<file path="config.mk">
export PLATFORM = sky130hd
export DESIGN_NAME = rtmq_uart_tx_arb_flat
export DESIGN_NICKNAME = d
export VERILOG_FILES = /design/src/rtl/rtmq_uart_tx_arb_pkg.sv /design/src/rtl/rtmq_uart_tx_arb_if.sv /design/src/rtl/rtmq_uart_tx_arb_rr_pick.sv /design/src/rtl/rtmq_uart_tx_arb.sv /design/src/flat_wrapper.sv
export SDC_FILE = /design/constraint.sdc
export NUM_CORES = 1
export LEC_CHECK = 0
export ABC_AREA = 1
export CORE_ASPECT_RATIO = 1.2
export CORE_UTILIZATION = 42
export CTS_BUF_LIST = sky130_fd_sc_hd__clkbuf_4 sky130_fd_sc_hd__clkbuf_8
export DETAILED_ROUTE_END_ITERATION = 10
export PLACE_DENSITY = 0.83
export SYNTH_ARGS = -nofsm -noshare
export SYNTH_HDL_FRONTEND = slang
export SYNTH_SLANG_ARGS = --single-unit
</file>
<file path="constraint.sdc">
create_clock -name clk -period 1.9 [get_ports clk]
set_input_delay 0.38 -clock clk [delete_from_list [all_inputs] [get_ports clk]]
set_output_delay 0.38 -clock clk [all_outputs]
set_load 0.01 [all_outputs]
</file>
<file path="src/rtl/rtmq_uart_tx_arb_pkg.sv">
// Shared constants and state encoding for the RTMQ UART transmit arbiter.
package rtmq_uart_tx_arb_pkg;

  localparam int unsigned W_REG     = 32;
  localparam int unsigned T_TOT_DEF = 65535;
  localparam int unsigned N_GAP_DEF = 1;

  typedef enum logic [1:0] {
    StIdle  = 2'd0,
    StIssue = 2'd1,
    StWait  = 2'd2,
    StGap   = 2'd3
  } arb_state_e;

  function automatic int unsigned idx_width(input int unsigned n);
    return (n > 1) ? $clog2(n) : 1;
  endfunction

endpackage

</file>
<file path="src/rtl/rtmq_uart_tx_arb_if.sv">
// Requester and UART-transmitter signals of the arbiter, bundled as one interface.
interface rtmq_uart_tx_arb_if
  import rtmq_uart_tx_arb_pkg::*;
#(
  parameter int unsigned N_REQ = 4,
  parameter int unsigned W_DAT = W_REG
);
  localparam int unsigned W_IDX = idx_width(N_REQ);

  logic [N_REQ-1:0]       req;
  logic [N_REQ*W_DAT-1:0] dat;
  logic [N_REQ-1:0]       gnt;
  logic [W_DAT-1:0]       tx_dat;
  logic                   tx_snd;
  logic                   tx_fin;
  logic                   busy;
  logic                   err_tot;
  logic [W_IDX-1:0]       gnt_id;

  modport master (
    output req, dat, tx_fin,
    input  gnt, tx_dat, tx_snd, busy, err_tot, gnt_id
  );

  modport slave (
    input  req, dat, tx_fin,
    output gnt, tx_dat, tx_snd, busy, err_tot, gnt_id
  );

endinterface

</file>
<file path="src/rtl/rtmq_uart_tx_arb_rr_pick.sv">
// Combinational round-robin selector: first set req bit after ptr, wrapping modulo N_REQ.
module rtmq_rr_pick #(
  parameter int unsigned N_REQ = 4,
  parameter int unsigned W_IDX = 2
) (
  input  logic [N_REQ-1:0] req,
  input  logic [W_IDX-1:0] ptr,
  output logic             vld,
  output logic [W_IDX-1:0] idx
);

  always_comb begin
    int j;
    j   = 0;
    vld = 1'b0;
    idx = '0;
    for (int k = 1; k <= int'(N_REQ); k++) begin
      j = (int'(ptr) + k) % int'(N_REQ);
      if (!vld && req[j[W_IDX-1:0]]) begin
        vld = 1'b1;
        idx = j[W_IDX-1:0];
      end
    end
  end

endmodule

</file>
<file path="src/rtl/rtmq_uart_tx_arb.sv">
// Round-robin arbiter feeding frames from N_REQ requesters into one UART transmitter,
// with a transmit-finish timeout and a fixed inter-frame gap.
module rtmq_uart_tx_arb
  import rtmq_uart_tx_arb_pkg::*;
#(
  parameter int unsigned N_REQ = 4,
  parameter int unsigned W_DAT = W_REG,
  parameter int unsigned T_TOT = T_TOT_DEF,
  parameter int unsigned N_GAP = N_GAP_DEF
) (
  input logic               clk,
  input logic               rst,
  rtmq_uart_tx_arb_if.slave bus
);

  localparam int unsigned W_IDX    = idx_width(N_REQ);
  localparam logic [15:0] TOT_LAST = 16'(T_TOT - 1);
  localparam logic [3:0]  GAP_LAST = 4'(N_GAP - 1);

  arb_state_e       state_q;
  logic [N_REQ-1:0] gnt_q;
  logic [W_DAT-1:0] tx_dat_q;
  logic             tx_snd_q;
  logic             busy_q;
  logic             err_tot_q;
  logic [W_IDX-1:0] gnt_id_q;
  logic [W_IDX-1:0] ptr_q;
  logic [15:0]      tot_cnt_q;
  logic [3:0]       gap_cnt_q;

  logic             pick_vld;
  logic [W_IDX-1:0] pick_idx;
  logic [15:0]      tot_nxt;

  rtmq_rr_pick #(
    .N_REQ (N_REQ),
    .W_IDX (W_IDX)
  ) u_rr_pick (
    .req (bus.req),
    .ptr (ptr_q),
    .vld (pick_vld),
    .idx (pick_idx)
  );

  assign tot_nxt = tot_cnt_q + 16'd1;

  always_ff @(posedge clk) begin
    if (rst) begin
      state_q   <= StIdle;
      gnt_q     <= '0;
      tx_dat_q  <= '0;
      tx_snd_q  <= 1'b0;
      busy_q    <= 1'b0;
      err_tot_q <= 1'b0;
      gnt_id_q  <= '0;
      ptr_q     <= W_IDX'(N_REQ - 1);
      tot_cnt_q <= '0;
      gap_cnt_q <= '0;
    end else begin
      // Strobes default low so every assertion lasts exactly one cycle.
      gnt_q     <= '0;
      tx_snd_q  <= 1'b0;
      err_tot_q <= 1'b0;
      unique case (state_q)
        StIdle: begin
          if (pick_vld) begin
            state_q  <= StIssue;
            busy_q   <= 1'b1;
            tx_snd_q <= 1'b1;
            gnt_q    <= N_REQ'(1) << pick_idx;
            tx_dat_q <= bus.dat[int'(pick_idx)*W_DAT +: W_DAT];
            ptr_q    <= pick_idx;
            gnt_id_q <= pick_idx;
          end
        end
        StIssue: begin
          state_q   <= StWait;
          tot_cnt_q <= '0;
        end
        StWait: begin
          // A finish in the timeout cycle takes precedence over the error.
          if (bus.tx_fin) begin
            state_q   <= StGap;
            gap_cnt_q <= '0;
          end else if (tot_nxt == TOT_LAST) begin
            state_q   <= StGap;
            gap_cnt_q <= '0;
            err_tot_q <= 1'b1;
          end else begin
            tot_cnt_q <= tot_nxt;
          end
        end
        StGap: begin
          if (gap_cnt_q == GAP_LAST) begin
            state_q <= StIdle;
            busy_q  <= 1'b0;
          end else begin
            gap_cnt_q <= gap_cnt_q + 4'd1;
          end
        end
        default: begin
          state_q <= StIdle;
          busy_q  <= 1'b0;
        end
      endcase
    end
  end

  assign bus.gnt     = gnt_q;
  assign bus.tx_dat  = tx_dat_q;
  assign bus.tx_snd  = tx_snd_q;
  assign bus.busy    = busy_q;
  assign bus.err_tot = err_tot_q;
  assign bus.gnt_id  = gnt_id_q;

endmodule
</file>
<file path="src/flat_wrapper.sv">
// flat-port wrapper written by rule: the top's interface ports become plain ports
module rtmq_uart_tx_arb_flat import rtmq_uart_tx_arb_pkg::*;
#(
  parameter int unsigned N_REQ = 4,
  parameter int unsigned W_DAT = W_REG,
  parameter int unsigned T_TOT = T_TOT_DEF,
  parameter int unsigned N_GAP = N_GAP_DEF
)
  (clk, rst, bus_req, bus_dat, bus_tx_fin, bus_gnt, bus_tx_dat, bus_tx_snd, bus_busy, bus_err_tot, bus_gnt_id);
  rtmq_uart_tx_arb_if #(.N_REQ(N_REQ), .W_DAT(W_DAT)) bus_i ();
  input logic clk;
  input logic rst;
  input wire logic [$bits(bus_i.req)-1:0] bus_req;
  input wire logic [$bits(bus_i.dat)-1:0] bus_dat;
  input wire logic [$bits(bus_i.tx_fin)-1:0] bus_tx_fin;
  output wire logic [$bits(bus_i.gnt)-1:0] bus_gnt;
  output wire logic [$bits(bus_i.tx_dat)-1:0] bus_tx_dat;
  output wire logic [$bits(bus_i.tx_snd)-1:0] bus_tx_snd;
  output wire logic [$bits(bus_i.busy)-1:0] bus_busy;
  output wire logic [$bits(bus_i.err_tot)-1:0] bus_err_tot;
  output wire logic [$bits(bus_i.gnt_id)-1:0] bus_gnt_id;
  assign bus_i.req = bus_req;
  assign bus_i.dat = bus_dat;
  assign bus_i.tx_fin = bus_tx_fin;
  assign bus_gnt = bus_i.gnt;
  assign bus_tx_dat = bus_i.tx_dat;
  assign bus_tx_snd = bus_i.tx_snd;
  assign bus_busy = bus_i.busy;
  assign bus_err_tot = bus_i.err_tot;
  assign bus_gnt_id = bus_i.gnt_id;
  rtmq_uart_tx_arb #(.N_REQ(N_REQ), .W_DAT(W_DAT), .T_TOT(T_TOT), .N_GAP(N_GAP)) u_core (.clk(clk), .rst(rst), .bus(bus_i));
endmodule
</file>
==> results of run 1 <==
tightest hold or removal path, delay by kind of cell (launching register included):
| kind | cells | cell delay, ns |
|---|---|---|
| AND/OR/NAND/NOR | 2 | 0.10 |
| flip-flops | 1 | 0.31 |
stage by stage:
| stage | std cells | instance area [µm²] | setup WS (ns) | hold slack [ns] | total power, mW |
|---|---|---|---|---|---|
| after floorplan | 800 | 4750 | 0.0155 | 0.456 | 6.80 |
| after detailed placement | 1114 | 6920 | -0.471 | 0.440 | 9.27 |
| final | 1180 | 8370 | -0.372 | 0.447 | 14.1 |
| after CTS | 1160 | 7680 | -0.0769 | 0.453 | 12.2 |
| after global routing | 1180 | 8370 | -0.446 | 0.476 | 14.8 |
| after global placement | 1114 | 6920 | -0.418 | 0.436 | 9.17 |
sequential cells by signal (all words and copies together) (netlist names):
register,flops
u_core.tot_cnt_q,16
u_core.bus.busy,1
u_core.bus.gnt,4
u_core.state_q,2
u_core.ptr_q,2
u_core.bus.err_tot,1
u_core.bus.tx_snd,1
u_core.bus.tx_dat,32
u_core.bus.gnt_id,2
u_core.gap_cnt_q,4
power groups by stage:
stage               clock (mW)  sequential, mW  combinational [mW]
floorplan                    0            2.04                4.76
global placement             0            1.99                7.18
detailed placement           0            1.99                7.29
CTS                       1.20            1.98                9.03
global route              1.27            2.03                11.5
finish                    1.20            2.00                10.9
path summary, 6_finish.rpt:
path	endpoint	slack, ns	cells after the start
worst max-delay path	u_core.bus.tx_dat[11]	-0.37	16
worst min-delay path	u_core.bus.tx_dat[15]	0.45	2
worst max register to register	u_core.bus.tx_dat[11]	-0.37	16
worst min register to register	u_core.bus.tx_dat[15]	0.45	2
area by class of cell:
type                    count  area [µm²]
clock buffers              14         186
clock inverters             2        10.0
flip-flops and latches     65        1320
well taps                 132         165
repair buffers            273        2920
fillers                   659        2670
multi-input cells         559        3250
inverters                 135         514
kinds of logic after synthesis:
group,after synthesis,synth area share (%)
AND/OR/NAND/NOR,501,48.1
adder cells (fa/ha/maj),8,2.11
XOR/XNOR,4,0.896
buffers and inverters,177,16.2
flip-flops,65,27.4
AO/OA/AOI/OAI,45,5.30
routing by layer:
metal,up-vias,track usage (%),share of wire [%]
met3,140,8.57,11
met5,-,0,0
met2,438,53.7,48
li1,2993,-,-
met1,2941,34.3,34
met4,0,16.2,6.9
cell usage in the layout, fill, tap and decap left out, types with 11 or more instances in the layout:
cell type / synthesis / layout
sky130_fd_sc_hd__clkdlybuf4s50_1: 0 / 173
sky130_fd_sc_hd__nand3b_1: 33 / 33
sky130_fd_sc_hd__clkbuf_8: 0 / 13
sky130_fd_sc_hd__nand4_1: 11 / 11
sky130_fd_sc_hd__dfxtp_1: 65 / 59
sky130_fd_sc_hd__nand2_2: 6 / 19
sky130_fd_sc_hd__nand3_2: 1 / 32
sky130_fd_sc_hd__nor2_2: 6 / 12
sky130_fd_sc_hd__nand2_1: 271 / 248
sky130_fd_sc_hd__nand3_1: 137 / 99
sky130_fd_sc_hd__buf_6: 6 / 26
sky130_fd_sc_hd__buf_12: 0 / 13
sky130_fd_sc_hd__buf_4: 7 / 49
sky130_fd_sc_hd__nor2_1: 27 / 17
sky130_fd_sc_hd__inv_1: 131 / 126
sky130_fd_sc_hd__a21oi_2: 1 / 15
what timing repair did:
action,CTS,global route
hold endpoints to repair,0,0
pin swaps,21,55
endpoints found under the setup margin,64,65
gates cloned,7,7
gates resized for setup,65,116
buffers inserted,23,14
==> out/summary.txt, run 1 <==
====================================================================================
Count of flip-flops with a built-in enable after synthesis                         0
CTS tree                                                                       built
Top cell types by occurrence after synthesis                            271 x sky130_fd_sc_hd__nand2_1, 137 x sky130_fd_sc_hd__nand3_1, 131 x sky130_fd_sc_hd__inv_1, 65 x sky130_fd_sc_hd__dfxtp_1, 33 x sky130_fd_sc_hd__nand3b_1
Most instantiated library cell after synthesis                          sky130_fd_sc_hd__nand2_1
Setup TNS                                                                  -15.22 ns
Unrepaired setup endpoints after global routing                                  yes
Root Driver                                                             sky130_fd_sc_hd__clkbuf_8
Fin worst setup slack                                                      -0.372 ns
Critical R2R Launch                                                     u_core.ptr_q[0]
Max capacitance violation total                                                    0
Kind of cell with the highest combined delay on the critical path       simple AND/OR/NAND/NOR gates
Fraction of power spent switching nets                                         48.9%
Final critical path time including I/O delays and setup                      2.27 ns
Status                                                                  complete, but fails checks
Area growth from synthesis to layout                                           76.2%
Crit path launch                                                        u_core.ptr_q[0]
IR drop worst, VDD                                                           1.37 mV
Most used flip-flop cell after synthesis                                sky130_fd_sc_hd__dfxtp_1
Switching component of the power                                             6.88 mW
Max frequency                                                                440 MHz
Synth top area share                                                           27.4%
DRT Pass-1 Iters                                                                   5
Number of global-route vias before repair                                      5,933
Average cell area after synthesis                                           5.94 µm²
ANT nets after route                                                               0
Via density per instance                                                        5.52
CTS hold repair buffers                                                            0
Detailed-route via count                                                       6,512
Int Power                                                                    7.20 mW
Yosys warns                                                                        0
Crit-path most repeated cell                                            sky130_fd_sc_hd__nand2_1
Worst setup path category                                               flop to flop
Clk_skew                                                                   0.0130 ns
Final Hold Vio Count                                                               0
Detailed Route WL                                                            21.4 mm
Critical path's largest stage delay                                          0.39 ns
Post-synth net total                                                             943
Master of the slowest instance on the critical path                     sky130_fd_sc_hd__dfxtp_4
Combined buffer and inverter count along the critical path                         5
Iteration-0 DRC Markers                                                          638
Post-detailed-placement half-perimeter wirelength                            11.5 mm
Chip width                                                                   99.1 µm
Arrival time worst endpoint                                                  2.52 ns
Diodes inserted                                                                    0
Cell count after synthesis                                                       800
Count of input and output buffers                                                175
Post-synthesis sequential area ratio                                           27.4%
Count of H-tree levels built during CTS                                            3
Drt wl/cell                                                                  18.2 µm
Remaining global-route overflow                                                    0
Core area                                                                 11,000 µm²
Number of unique standard cell types used by synthesis                            38
First-pass GRT wire length                                                   28.7 mm
Clk_lat worst skew                                                           0.36 ns
Clock share of power                                                            8.5%
Fin nets                                                                       1,186
Cell-by-cell trace of the critical path                                 buf_4 > nand2_1 > o21ai_2 > nand2_1 > o21ai_2 > nand2_4 > buf_6 > nor3_4 > buf_6 > a21oi_4 > buf_6 > buf_12 > nand3_2 > nand2_2 > nand2_1 > nand2_1
Initial standard-cell utilization of the core                                  43.0%
Failing checks                                                          negative setup slack
Number of rows created at floorplan                                               42
Power share of the sequential group                                            14.2%
IO Pins                                                                          176
Worst-path maximum fanout                                                          6
Slew at the pin closest to its max-slew limit                                1.13 ns
Final weighted congestion of routability-driven global placement               0.951
Area of the die                                                           11,700 µm²
Total DRC errors in the routed layout                                              0
Synthesized flop and latch total                                                  65
Number of buffers on the longest clock path                                        2
Worst EP required                                                            2.15 ns
Y dimension of the die                                                        118 µm
Final core utilization                                                         75.8%
Category of the worst setup path capture point                                  flop
Share of flip-flops with an asynchronous set or reset after synthesis             0%
Launch instance of the worst min-delay path                             u_core.bus.tx_dat[15]
Combinational share of power                                                   77.2%
Pwr dens                                                                 1680 nW/µm²
Largest cells by area after synthesis                                   sky130_fd_sc_hd__dfxtp_1 27%, sky130_fd_sc_hd__nand2_1 21%, sky130_fd_sc_hd__nand3_1 14%
Pin count of the biggest net entering global routing                              44
GRT Util Overall                                                               31.0%
Critical Path Source Type                                                       flop
Post-synthesis instance area                                                4750 µm²
Clock sinks                                                                       65
Final critical-path share of the clock period                                   120%
Leakage                                                                      3.93 nW
Headroom to the max-slew limit                                                 24.5%
Pins Over Slew Limit                                                               0
Number of antenna violations at the first check in global routing                  0
Cell accounting for the most synthesized area                           sky130_fd_sc_hd__dfxtp_1
Layout cell share with drive strength beyond 1                                 24.0%
Number of buffers added by the clock tree synthesis step                           9
Final setup viols                                                                 64
Type of the tightest min-delay check                                    flop to flop
Reg clk slew, reported paths                                                 0.08 ns
====================================================================================
(Power assumes the default switching activity.)
==> run 2, diff against run 1 <==
--- a/config.mk
+++ b/config.mk
@@ -7,10 +7,11 @@
 export LEC_CHECK = 0
 export ABC_AREA = 1
 export CORE_ASPECT_RATIO = 1.2
-export CORE_UTILIZATION = 42
+export CORE_UTILIZATION = 30
 export CTS_BUF_LIST = sky130_fd_sc_hd__clkbuf_4 sky130_fd_sc_hd__clkbuf_8
 export DETAILED_ROUTE_END_ITERATION = 10
-export PLACE_DENSITY = 0.83
+export PLACE_DENSITY = 0.64
+export SETUP_SLACK_MARGIN = 0.1
 export SYNTH_ARGS = -nofsm -noshare
 export SYNTH_HDL_FRONTEND = slang
 export SYNTH_SLANG_ARGS = --single-unit
==> out/summary.txt, run 2 (synthesized netlist as in run 1, its figures left out) <==
================================================================================
Status                                                              complete, but fails checks
Failing checks                                                      negative setup slack
Area of the die                                                       16,300 µm²
Leakage                                                                  4.04 nW
Crit-path most repeated cell                                        sky130_fd_sc_hd__nand2_1
Final core utilization                                                     56.0%
CTS hold repair buffers                                                        0
Category of the worst setup path capture point                              flop
Final setup viols                                                             63
Type of the tightest min-delay check                                flop to flop
Number of rows created at floorplan                                           50
Max frequency                                                            468 MHz
Diodes inserted                                                                0
Fin nets                                                                   1,185
Final critical path time including I/O delays and setup                  2.14 ns
Reg clk slew, reported paths                                             0.08 ns
Count of H-tree levels built during CTS                                        3
Hold-critical path depth                                                       2
Master of the slowest instance on the critical path                 sky130_fd_sc_hd__dfxtp_4
Worst EP required                                                        2.14 ns
Kind of cell with the highest combined delay on the critical path   simple AND/OR/NAND/NOR gates
Chip width                                                                117 µm
Combined buffer and inverter count along the critical path                     3
Area post-placement                                                     7090 µm²
Post-detailed-placement half-perimeter wirelength                        12.3 mm
Root Driver                                                         sky130_fd_sc_hd__clkbuf_8
Pins Over Slew Limit                                                           0
Number of buffers added by the clock tree synthesis step                       9
Clk_skew                                                               0.0144 ns
Largest register FFs                                                          32
Iteration-0 DRC Markers                                                      333
Final weighted congestion of routability-driven global placement           0.828
Total DRC errors in the routed layout                                          0
Headroom to the max-slew limit                                             57.2%
DRT Pass-1 Iters                                                               6
Commonest non-fill, non-tap cells in the layout                     223 x sky130_fd_sc_hd__nand2_1, 173 x sky130_fd_sc_hd__clkdlybuf4s50_1, 126 x sky130_fd_sc_hd__inv_1
Worst reg-to-reg path cell count                                              15
Max capacitance violation total                                                0
Y dimension of the die                                                    140 µm
Pin count of the biggest net entering global routing                          34
Fillcell total                                                             1,445
CP Depth                                                                      15
CTS tree                                                                   built
Design area                                                             8690 µm²
Via density per instance                                                    4.79
Worst-path maximum fanout                                                      8
Final critical-path share of the clock period                               113%
Layout cell share with drive strength beyond 1                             25.4%
Clk_lat worst skew                                                       0.35 ns
Pwr dens                                                             1730 nW/µm²
Worst hold margin                                                       0.451 ns
Initial standard-cell utilization of the core                              30.6%
Final Hold Vio Count                                                           0
Arrival time worst endpoint                                              2.38 ns
IR drop worst, VDD                                                      0.916 mV
IO Pins                                                                      176
Unrepaired setup endpoints after global routing                              yes
Count of input and output buffers                                            175
Setup TNS                                                               -8.76 ns
Fin worst setup slack                                                  -0.238 ns
Critical path's largest stage delay                                      0.37 ns
Area growth from synthesis to layout                                       82.9%
Cell-by-cell trace of the critical path                             buf_6 > xnor2_4 > nand2_1 > o21ai_2 > nand2_2 > nand2_2 > nand2_2 > nand2_4 > buf_12 > buf_16 > nand3_1 > nand3_2 > nand2_1 > nand2_1 > nand2_1
Clock sinks                                                                   65
Leading cell type in the layout, fill and taps excluded             sky130_fd_sc_hd__nand2_1
Slew at the pin closest to its max-slew limit                           0.638 ns
Drt wl/cell                                                              15.9 µm
Remaining global-route overflow                                                0
Number of global-route vias before repair                                  5,282
ANT nets after route                                                           0
Core area                                                             15,500 µm²
GRT Util Overall                                                           21.5%
Detailed Route WL                                                        19.9 mm
Critical Path Source Type                                                   flop
Detailed-route via count                                                   6,008
First-pass GRT wire length                                               26.9 mm
Number of antenna violations at the first check in global routing              0
Worst setup path category                                           flop to flop
Number of buffers on the longest clock path                                    2
================================================================================
==> run 2: cell types whose count changed in the layout (fill, tap and decap cells not counted), sizes merged <==
cell	delta
bufinv	+2
clkinv	-1
bufbuf	-1
inv	-1
clkbuf	+1
nand2	-1
==> run 2: worst paths after layout <==
kind | startpoint | endpoint | slack (ns)
min | u_core.bus.tx_dat[12] | u_core.bus.tx_dat[12] | 0.45
max reg2reg | u_core.ptr_q[0] | u_core.bus.tx_dat[30] | -0.24
min reg2reg | u_core.bus.tx_dat[12] | u_core.bus.tx_dat[12] | 0.45
max | u_core.ptr_q[0] | u_core.bus.tx_dat[30] | -0.24
==> run 2: tightest hold or removal path, cell delays in order, from the launching register on <==
cell and delay (ns):
sky130_fd_sc_hd__dfxtp_1 0.32, sky130_fd_sc_hd__nand2_2 0.06, sky130_fd_sc_hd__nand2_1 0.04
==> run 2: cell type report <==
class                      count  area [µm²]  area share [%]
clock inverter                 2        60.1           0.691
timing repair buffer         273        3050            35.1
multi-input combinational    558        3300            38.0
clock buffer                  14         174            2.00
inverter                     135         527            6.06
sequential                    65        1320            15.2
tap                          208         260            3.00
==> run 2: timing repair <==
action / CTS / global route
pin swaps: 15 / 49
cloned: 8 / 7
resized for setup: 87 / 119
buffers inserted: 16 / 19
endpoints found under the setup margin: 65 / 65
==> run 2: where the power goes <==
group / internal, mW / total (mW) / switching, mW
Clock: 0.857 / 1.40 / 0.541
Combinational: 5.55 / 11.6 / 6.06
Sequential: 1.74 / 2.00 / 0.261
Total: 8.15 / 15.0 / 6.86
==> run 2: per-layer routing <==
metal	global-route usage [%]	wire length, µm	up-vias
met5	0	0	-
met4	9.33	898	0
met3	5.05	1630	59
met2	39.7	10200	238
li1	-	-	2980
met1	22.8	7140	2731
==> run 2: stage by stage <==
step           power, mW  cells  worst slack [ns]
6_report            15.0   1255            -0.238
5_1_grt             15.9   1255            -0.344
4_1_cts             13.0   1233            -0.131
3_5_place_dp        9.40   1193            -0.510
3_3_place_gp        9.37   1193            -0.489
2_1_floorplan       6.80    800             0.107
==> run 3, diff against run 2 <==
--- a/config.mk
+++ b/config.mk
@@ -6,6 +6,7 @@
 export NUM_CORES = 1
 export LEC_CHECK = 0
 export ABC_AREA = 1
+export CAP_MARGIN = 20
 export CORE_ASPECT_RATIO = 1.2
 export CORE_UTILIZATION = 30
 export CTS_BUF_LIST = sky130_fd_sc_hd__clkbuf_4 sky130_fd_sc_hd__clkbuf_8
==> results of run 3 <==
The final DEF is identical to that of run 2; final timing and power are the same.
